`src/rtl/cpu_pkg.sv`:
```
// Shared definitions for the 8-bit bus CPU control path: opcodes, T-state
// numbers, control-word bit positions and sequencer states.
`timescale 1ns/1ps
package cpu_pkg;

  // Opcodes as they appear in instruction register bits 7:4.
  localparam logic [3:0] OP_NOP = 4'h0;
  localparam logic [3:0] OP_LDA = 4'h1;
  localparam logic [3:0] OP_ADD = 4'h2;
  localparam logic [3:0] OP_SUB = 4'h3;
  localparam logic [3:0] OP_STA = 4'h4;
  localparam logic [3:0] OP_LDI = 4'h5;
  localparam logic [3:0] OP_JMP = 4'h6;
  localparam logic [3:0] OP_OUT = 4'hE;
  localparam logic [3:0] OP_HLT = 4'hF;

  // T-states.
  localparam logic [2:0] T0 = 3'd0;
  localparam logic [2:0] T1 = 3'd1;
  localparam logic [2:0] T2 = 3'd2;
  localparam logic [2:0] T3 = 3'd3;
  localparam logic [2:0] T4 = 3'd4;
  localparam logic [2:0] T5 = 3'd5;

  // Control-word bit positions. A set bit in an "active" word means the
  // signal is asserted, whatever its electrical polarity.
  localparam int CW_PC_INC       = 0;
  localparam int CW_PC_OUT       = 1;
  localparam int CW_N_PC_LOAD    = 2;
  localparam int CW_N_MAR_LOAD   = 3;
  localparam int CW_N_RAM_ENABLE = 4;
  localparam int CW_N_RAM_WRITE  = 5;
  localparam int CW_N_IR_LOAD    = 6;
  localparam int CW_N_IR_ENABLE  = 7;
  localparam int CW_N_A_LOAD     = 8;
  localparam int CW_A_OUT        = 9;
  localparam int CW_N_B_LOAD     = 10;
  localparam int CW_ALU_OUT      = 11;
  localparam int CW_ALU_SUB      = 12;
  localparam int CW_N_OUT_LOAD   = 13;
  localparam int CW_WIDTH        = 14;

  typedef logic [CW_WIDTH-1:0] cw_t;

  // One-hot word with only bit idx set.
  function automatic cw_t cw_bit(input int idx);
    cw_t one;
    one = {{(CW_WIDTH-1){1'b0}}, 1'b1};
    return one << idx;
  endfunction

  // Bits whose pin is active-low; XOR with this turns "asserted" into pin levels.
  localparam cw_t CW_ACTIVE_LOW = cw_bit(CW_N_PC_LOAD)   | cw_bit(CW_N_MAR_LOAD)
                                | cw_bit(CW_N_RAM_ENABLE) | cw_bit(CW_N_RAM_WRITE)
                                | cw_bit(CW_N_IR_LOAD)    | cw_bit(CW_N_IR_ENABLE)
                                | cw_bit(CW_N_A_LOAD)     | cw_bit(CW_N_B_LOAD)
                                | cw_bit(CW_N_OUT_LOAD);

  // Sequencer run state: ARM holds T0 for the first edge after clear.
  typedef enum logic [1:0] {
    SEQ_ARM  = 2'd0,
    SEQ_RUN  = 2'd1,
    SEQ_HALT = 2'd2
  } seq_state_e;

  // Last T-state that does useful work for an opcode.
  function automatic logic [2:0] last_stage(input logic [3:0] op);
    case (op)
      OP_LDA, OP_STA: return T4;
      OP_ADD, OP_SUB: return T5;
      default:        return T3;
    endcase
  endfunction

endpackage

```
`src/rtl/step_counter.sv`:
```
// 3-bit T-state counter: async clear, synchronous wrap to 0, freeze hold.
`timescale 1ns/1ps
module step_counter (
  input  logic       clk,
  input  logic       clear,
  input  logic       wrap_i,
  input  logic       freeze_i,
  output logic [2:0] count_o
);

  logic [2:0] count_q;
  logic [2:0] count_d;

  // Next count: freeze beats wrap, wrap beats increment.
  always_comb begin
    // NOTE: default assignment first keeps this block free of inferred latches.
    count_d = count_q;
    if (freeze_i) begin
      count_d = count_q;
    end else if (wrap_i) begin
      count_d = 3'd0;
    end else begin
      count_d = count_q + 3'd1;
    end
  end

  // Count register, cleared asynchronously.
  always_ff @(posedge clk or posedge clear) begin
    // NOTE: non-blocking (<=) so every flop samples pre-edge values together.
    if (clear) begin
      count_q <= 3'd0;
    end else begin
      count_q <= count_d;
    end
  end

  assign count_o = count_q;

endmodule

```
`src/rtl/control_sequencer.sv`:
```
// Microcoded control unit: steps T-states and decodes (stage, opcode, run
// state) into every datapath control line.
`timescale 1ns/1ps
module control_sequencer
  import cpu_pkg::*;
#(
  parameter logic EARLY_END = 1'b1
) (
  input  logic       clk,
  input  logic       clear,
  input  logic [3:0] opcode,
  output logic       pc_inc,
  output logic       pc_out,
  output logic       n_pc_load,
  output logic       n_mar_load,
  output logic       n_ram_enable,
  output logic       n_ram_write,
  output logic       n_ir_load,
  output logic       n_ir_enable,
  output logic       n_a_load,
  output logic       a_out,
  output logic       n_b_load,
  output logic       alu_out,
  output logic       alu_sub,
  output logic       n_out_load,
  output logic       halted,
  output logic [2:0] stage
);

  seq_state_e state_q;
  seq_state_e state_d;
  logic [2:0] stage_w;
  logic       hlt_now;
  logic       wrap;
  logic       freeze;
  cw_t        active;
  cw_t        cw;

  // HLT completes at its T3 edge.
  assign hlt_now = (state_q == SEQ_RUN) && (stage_w == T3) && (opcode == OP_HLT);

  // Run-state register; clear aborts any instruction and re-arms.
  always_ff @(posedge clk or posedge clear) begin
    if (clear) begin
      state_q <= SEQ_ARM;
    end else begin
      state_q <= state_d;
    end
  end

  // Run-state transitions: arm for one edge, run, then halt until clear.
  always_comb begin
    state_d = state_q;
    case (state_q)
      SEQ_ARM:  state_d = SEQ_RUN;
      SEQ_RUN:  if (hlt_now) state_d = SEQ_HALT;
      SEQ_HALT: state_d = SEQ_HALT;
      default:  state_d = SEQ_ARM;
    endcase
  end

  // Stage holds while arming or halted; wraps after the last useful stage
  // (or always at T5). Stages below T3 never match last_stage().
  assign freeze = (state_q != SEQ_RUN) || hlt_now;
  assign wrap   = (stage_w >= T5) || (EARLY_END && (stage_w >= last_stage(opcode)));

  step_counter u_step (
    .clk      (clk),
    .clear    (clear),
    .wrap_i   (wrap),
    .freeze_i (freeze),
    .count_o  (stage_w)
  );

  // Microcode: which signals are asserted for this stage and opcode.
  always_comb begin
    active = '0;
    if (state_q == SEQ_RUN) begin
      case (stage_w)
        T0: active = cw_bit(CW_PC_OUT) | cw_bit(CW_N_MAR_LOAD);
        T1: active = cw_bit(CW_PC_INC);
        T2: active = cw_bit(CW_N_RAM_ENABLE) | cw_bit(CW_N_IR_LOAD);
        T3: begin
          case (opcode)
            OP_LDA, OP_ADD, OP_SUB, OP_STA:
                    active = cw_bit(CW_N_IR_ENABLE) | cw_bit(CW_N_MAR_LOAD);
            OP_LDI: active = cw_bit(CW_N_IR_ENABLE) | cw_bit(CW_N_A_LOAD);
            OP_JMP: active = cw_bit(CW_N_IR_ENABLE) | cw_bit(CW_N_PC_LOAD);
            OP_OUT: active = cw_bit(CW_A_OUT) | cw_bit(CW_N_OUT_LOAD);
            default: active = '0;
          endcase
        end
        T4: begin
          case (opcode)
            OP_LDA:         active = cw_bit(CW_N_RAM_ENABLE) | cw_bit(CW_N_A_LOAD);
            OP_ADD, OP_SUB: active = cw_bit(CW_N_RAM_ENABLE) | cw_bit(CW_N_B_LOAD);
            OP_STA:         active = cw_bit(CW_A_OUT) | cw_bit(CW_N_RAM_WRITE);
            default:        active = '0;
          endcase
        end
        T5: begin
          case (opcode)
            OP_ADD:  active = cw_bit(CW_ALU_OUT) | cw_bit(CW_N_A_LOAD);
            OP_SUB:  active = cw_bit(CW_ALU_OUT) | cw_bit(CW_N_A_LOAD) | cw_bit(CW_ALU_SUB);
            default: active = '0;
          endcase
        end
        default: active = '0;
      endcase
    end
  end

  // Convert asserted bits to pin levels.
  assign cw = active ^ CW_ACTIVE_LOW;

  assign pc_inc       = cw[CW_PC_INC];
  assign pc_out       = cw[CW_PC_OUT];
  assign n_pc_load    = cw[CW_N_PC_LOAD];
  assign n_mar_load   = cw[CW_N_MAR_LOAD];
  assign n_ram_enable = cw[CW_N_RAM_ENABLE];
  assign n_ram_write  = cw[CW_N_RAM_WRITE];
  assign n_ir_load    = cw[CW_N_IR_LOAD];
  assign n_ir_enable  = cw[CW_N_IR_ENABLE];
  assign n_a_load     = cw[CW_N_A_LOAD];
  assign a_out        = cw[CW_A_OUT];
  assign n_b_load     = cw[CW_N_B_LOAD];
  assign alu_out      = cw[CW_ALU_OUT];
  assign alu_sub      = cw[CW_ALU_SUB];
  assign n_out_load   = cw[CW_N_OUT_LOAD];
  assign halted       = (state_q == SEQ_HALT);
  assign stage        = stage_w;

endmodule

```
`config.mk`:
```
export PLATFORM = sky130hd
export DESIGN_NAME = control_sequencer
export DESIGN_NICKNAME = d
export VERILOG_FILES = /design/src/rtl/cpu_pkg.sv /design/src/rtl/step_counter.sv /design/src/rtl/control_sequencer.sv
export SDC_FILE = /design/constraint.sdc
export NUM_CORES = 1
export LEC_CHECK = 0
export CAP_MARGIN = 20
export CORE_MARGIN = 4
export CORE_UTILIZATION = 50
export CTS_BUF_LIST = sky130_fd_sc_hd__clkbuf_4
export DETAILED_ROUTE_END_ITERATION = 8
export GPL_ROUTABILITY_DRIVEN = 0
export MAX_ROUTING_LAYER = met4
export PLACE_DENSITY = 0.91
export SYNTH_ARGS = -nofsm -noshare
export SYNTH_HDL_FRONTEND = slang
export SYNTH_SLANG_ARGS = --single-unit
```
`constraint.sdc`:
```
create_clock -name clk -period 3.2 [get_ports clk]
set_input_delay 0.32 -clock clk [delete_from_list [all_inputs] [get_ports clk]]
set_output_delay 0.32 -clock clk [all_outputs]
set_load 0.05 [all_outputs]
```
After elaboration in Yosys (flattened, before gate mapping)
Cells that the tools add are included.
{"block": "totals", "out_inout_bits": 18, "elab_cells": 41, "reg_bits": 5}
{"block": "op_classes", "n_bitwise": 1, "n_addsub": 1, "n_eq_ne": 17, "n_lt_le_gt_ge": 2, "reduce_logical": 9, "muxes": 9}
{"op": "case mux 14 bit (6 select lines)", "count": 1}
{"op": "case mux 14 bit (4 select lines)", "count": 1}
{"op": "case mux 11 bit (3 select lines)", "count": 1}
{"op": "case mux 13 bit (2 select lines)", "count": 1}
{"op": "2-to-1 mux 14 bit", "count": 1}
{"op": "== test 4 x 3 -> 1 bit, second input constant", "count": 3}
{"op": "NOT 9 bit", "count": 1}
{"op": "== test 4 x 2 -> 1 bit, second input constant", "count": 2}
{"op": "== test 4 bit, second input constant", "count": 2}
{"op": "== test 3 x 2 -> 1 bit, second input constant", "count": 2}
{"op": "== test 3 bit, second input constant", "count": 2}
{"op": "case mux 2 bit (3 select lines)", "count": 1}
{"op": "case mux 3 bit (2 select lines)", "count": 1}
{"op": "== test 4 x 1 -> 1 bit, second input constant", "count": 1}
{"op": "OR reduction 2 bit", "count": 2}
{"op": "OR reduction 4 bit", "count": 1}
{"op": "adder 3 x 1 -> 3 bit, second input constant", "count": 1}
{"op": "== test 3 x 1 -> 1 bit, second input constant", "count": 1}
{"op": ">= comparator 3 bit", "count": 1}
{"op": ">= comparator 3 bit, second input constant", "count": 1}
{"op": "logical NOT 3 bit", "count": 1}
{"op": "2-to-1 mux 3 bit", "count": 1}
{"op": "== test 2 x 1 -> 1 bit, second input constant", "count": 1}
{"op": "== test 2 bit, second input constant", "count": 1}
{"op": "6 further kinds", "count": 8}

Logic depth before layout (Yosys ltp)
Gate-level depths: netlist of run 1.
{"block": "depth", "word_depth": 6, "ltp_mapped": 10, "depth_no_buf": 9}

By module
Synthesis of run 1 repeated with hierarchy kept, for this count alone.
{"block": "unflattened", "hier_cells": 76, "hier_area_um2": 716.9}
{"mod": "control_sequencer", "cells_per_inst": 64, "area_each_um2": 568.0, "seq_area_each_um2": 50.0, "instances": 1}
{"mod": "step_counter", "cells_per_inst": 12, "area_each_um2": 148.9, "seq_area_each_um2": 75.1, "instances": 1}

Worst setup path before layout of run 1
OpenSTA, ideal clock, no wires.
{"block": "synth_path", "kind": "register -> output", "from": "reg u_step.count_q[1], in the netlist u_step.count_o[1]", "to": "out alu_sub", "stages_incl_launch_ff": 6, "path_slack_ns": 0.623, "arrival_ns": 2.257, "cell_sequence": "dfrtp_1 > ha_1 > ha_1 > o41ai_2 > nor2b_2 > and2_1"}
{"block": "synth_via", "elab_chain_len": 3, "word_cells_on_any_way": 8, "classes_between": "eq/ne (5); mux (2); reduce/logical (1)"}
{"item": "start: declaration", "line_no": "step_counter.sv:11", "rtl": "logic [2:0] count_q;"}
{"item": "start signal: assignment", "line_no": "step_counter.sv:33", "rtl": "count_q <= count_d;"}
{"item": "== test 3 bit (tied with other cells)", "line_no": "control_sequencer.sv:79", "rtl": "case (stage_w)"}
{"item": "case mux 14 bit (6 select lines) *", "line_no": "control_sequencer.sv:79"}
{"item": "2-to-1 mux 14 bit *", "line_no": "control_sequencer.sv:78", "rtl": "if (state_q == SEQ_RUN) begin"}
{"item": "end: declaration", "line_no": "control_sequencer.sv:24", "rtl": "output logic alu_sub,"}
Mark *: on every way between the ends. The rest lies on a longest branch, timed or not.

Worst setup path in the final report of run 1
{"block": "layout_path", "from": "reg u_step.count_q[0], in the netlist u_step.count_o[0]", "to": "out n_a_load"}
{"block": "layout_via", "elab_chain_len": 4, "word_cells_on_any_way": 9, "classes_between": "eq/ne (5); mux (2); bitwise (1); reduce/logical (1)"}
{"item": "== test 3 bit (tied with other cells)", "line_no": "control_sequencer.sv:79"}
{"item": "case mux 14 bit (6 select lines) *", "line_no": "control_sequencer.sv:79"}
{"item": "2-to-1 mux 14 bit *", "line_no": "control_sequencer.sv:78"}
{"item": "NOT 9 bit (no line) *"}
{"item": "end: declaration", "line_no": "control_sequencer.sv:20", "rtl": "output logic n_a_load,"}
Marks and branches as above.

==> flow_summary_export.csv, run 1 <==
group,metric,value,unit
route,drcViolationCount,0,
timing,hold_viol_final,0,
global_routing,grt.total_usage,16.64,%
critical_path,regToRegStartpoint,"u_step.count_o[1]",
power,p_sw,401.4,µW
cts,post_cts_resized,0,
critical_path,r2r_setup_slack,1510,ps
timing,setup_tns,0,ps
cells_and_area,area_delta_synth_final,34.81,%
timing,fin_crit,2872,ps
power,ir_drop,0.0005165,V
logic_synthesis,ys_async_sr_fraction,100.0,%
cells_and_area,final_area,949.7,µm²
cts,holdBufCountCts,0,
route,vias,663,
cts,clk_latency,230,ps
global_routing,overflow,0,
cts,cts-htree-levels,1,
timing,slew_headroom,65.66,%
cts,numCtsBuffers,3,
min_path,hp-class,"primary input to async pin",
die,core_area,1318,µm²
placed_design,port_buffers,23,
logic_synthesis,synth.area.top_cells,"ha_1 (20%), dfrtp_1 (18%), nand2_1 (7.5%)",
cts,clk_pin_slew,40,ps
logic_synthesis,netlist_instances,86,
route,drtAntennaViolNets,0,
die,die_h,45.54,µm
power,total_power,740.1,µW
logic_synthesis,ys_types,35,
global_routing,antenna_found_initial,0,
logic_synthesis,yosysTopAreaCell,"ha_1",
cts,post-cts-setup-buffers,0,
run,cap_violations,0,
die,std_cell_rows,13,
global_routing,grt_max_degree,13,
power,pwr-share-seq,18.5,%
critical_path,crit_type,"register to primary output",
power,power_frac_comb,70.8,%
die,initial_core_util,53.47,%
power,clockPowerShare,10.7,%
timing,worstMarginPinSlew,513.4,ps
timing,setup_viol,0,
timing,whs,280.7,ps
global_routing,grt_pass1_wl,2546,µm
placed_design,hpwl,1285,µm
route,viasPerCell,5.304,
power,p_sw_share,54.24,%
die,io_pins,24,
die,die_w,45.54,µm
placed_design,post_dp_cell_area,919.6,µm²
cells_and_area,final_layout_size_suffix_gt1_share,15.45,%
cts,ctsRootBufferMaster,"clkbuf_4",
route,dr.first_iter.drc_count,6,
critical_path,critPathLaunchType,"register",
critical_path,end_kind,"primary output",
cells_and_area,nNetsFinal,128,
global_routing,grt_pass1_vias,618,
timing,clock_skew,1.154,ps
die,die-area,2073,µm²
route,wl,1549,µm
cts,clk_path_buf_depth,2,
logic_synthesis,synth-warning-count,0,
cells_and_area,diodes,0,
logic_synthesis,synth_edf_count,0,
logic_synthesis,yosysSeqAreaShare,17.76,%
timing,period_share,89.75,%
logic_synthesis,yosys-top-cells-count,"nand2_1 (14), ha_1 (11), inv_1 (8)",
logic_synthesis,synth_area,704.4,µm²
route,wl_per_cell,12.39,µm
logic_synthesis,synthFlopType,"dfrtp_1",
power,cellPowerDensity,779.3,nW/µm²
critical_path,crit_start,"u_step.count_o[0]",
cts,cts_sinks,5,
cts,cts_tree,"built",
timing,timing.fmax,348.2,MHz
critical_path,cp.required,2880,ps
logic_synthesis,synth_nets,103,
timing,drv_slew,0,
power,intPower,338.7,µW
timing,rsz0062_at_grt,"no",
critical_path,cp.arrival,2550,ps
run_status,status,"completed",
logic_synthesis,postSynthAreaPerCell,8.191,µm²
logic_synthesis,yosysMostFrequentCell,"nand2_1",
logic_synthesis,synth_seq_cells,5,
power,power_leakage,0.0003944,µW
route,dr.pass1.iters,4,
logic_synthesis,synth_top_area_share,19.54,%
critical_path,crit_path_max_fanout,7,
[final cells by class]
cell class                 instances  area (µm²)
multi-input combinational         68       504.2
fill                             111       367.9
timing repair buffer              24       237.7
sequential                         5       125.1
inverter                           9       33.78
clock buffer                       4       30.03
tap                               15       18.77
[path summary, 6_finish.rpt]
| check | endpoint | depth (start not counted) |
|---|---|---|
| worst min register to register | state_q[1] | 2 |
| worst max register to register | u_step.count_o[0] | 6 |
| min in group clk | state_q[1] | 2 |
| max in group asynchronous | state_q[1] | 2 |
| worst max-delay path | n_a_load | 5 |
| worst min-delay path | u_step.count_o[2] | 2 |
[flip-flops by register name, summed over array words and instances, names as in the netlist]
register	flops
state_q	2
u_step.count_o	3
[cell usage in the layout, fill, tap and decap left out]
master,instances
nor2b_1,2
o21ai_4,1
ha_1,11
o21ai_1,5
dfrtp_1,5
o31ai_1,2
inv_1,8
nor4_1,2
or2_1,1
a2bb2oi_1,1
o41ai_2,1
and2_1,3
nor2b_2,1
nor3_1,2
nand2b_1,1
nor3b_1,1
a31oi_2,1
clkbuf_4,4
clkdlybuf4s50_1,23
nand3_1,2
nor2_1,4
nor3b_2,2
nand2_1,14
or3_4,1
a31oi_1,1
nand3b_1,1
inv_2,1
o22ai_1,1
nand2_2,1
buf_4,1
a21o_1,1
nand3_2,1
nor4_2,1
o21ai_0,1
nor2_2,1
xor2_1,1
[layer usage]
metal | vias up | part of all wire, % | track usage (%)
li1 | 346 | - | -
met1 | 295 | 42 | 20.53
met2 | 20 | 52 | 27.86
met4 | 0 | 0.65 | 4.678
met3 | 2 | 4.5 | 2.372
met5 | - | 0 | -
[cells by family (layout without fill, tap and decap cells)]
group / count (synthesis) / in the layout / share of synthesized area [%]
flip-flops: 5 / 5 / 17.76
AO/OA/AOI/OAI: 15 / 15 / 16.87
adder cells (fa/ha/maj): 11 / 11 / 19.54
buffers and inverters: 13 / 37 / 10.66
XOR/XNOR: 1 / 1 / 1.244
AND/OR/NAND/NOR: 41 / 41 / 33.93
[power by group through the flow]
stage	logic [µW]	registers (µW)	clock network [µW]
after detailed placement	526	137	0
after floorplan	338	187	0
final	524	137	79.1
after CTS	528	136	82.7
after global placement	511	135	0
after global routing	578	142	85.0
[through the flow]
stage	worst slack (ps)	utilization, %	std cells
floorplan	623.5	-	86
global placement	433.9	69.80	121
detailed placement	400.1	69.80	121
CTS	326.6	72.08	125
global route	237.3	72.08	125
finish	327.8	72.08	125
[worst max-delay path: stages, from the launching register on]
cell and delay, ps:
dfrtp_1 450, ha_1 240, ha_1 260, o41ai_2 410, or2_1 170, clkdlybuf4s50_1 790
Power figures use the tool's default switching activity.
==> inputs of run 2 (changes only) <==
TNS_END_PERCENT = 100   (was not set)
==> results of run 2 <==
The final DEF is identical to that of run 1; final timing and power are the same.
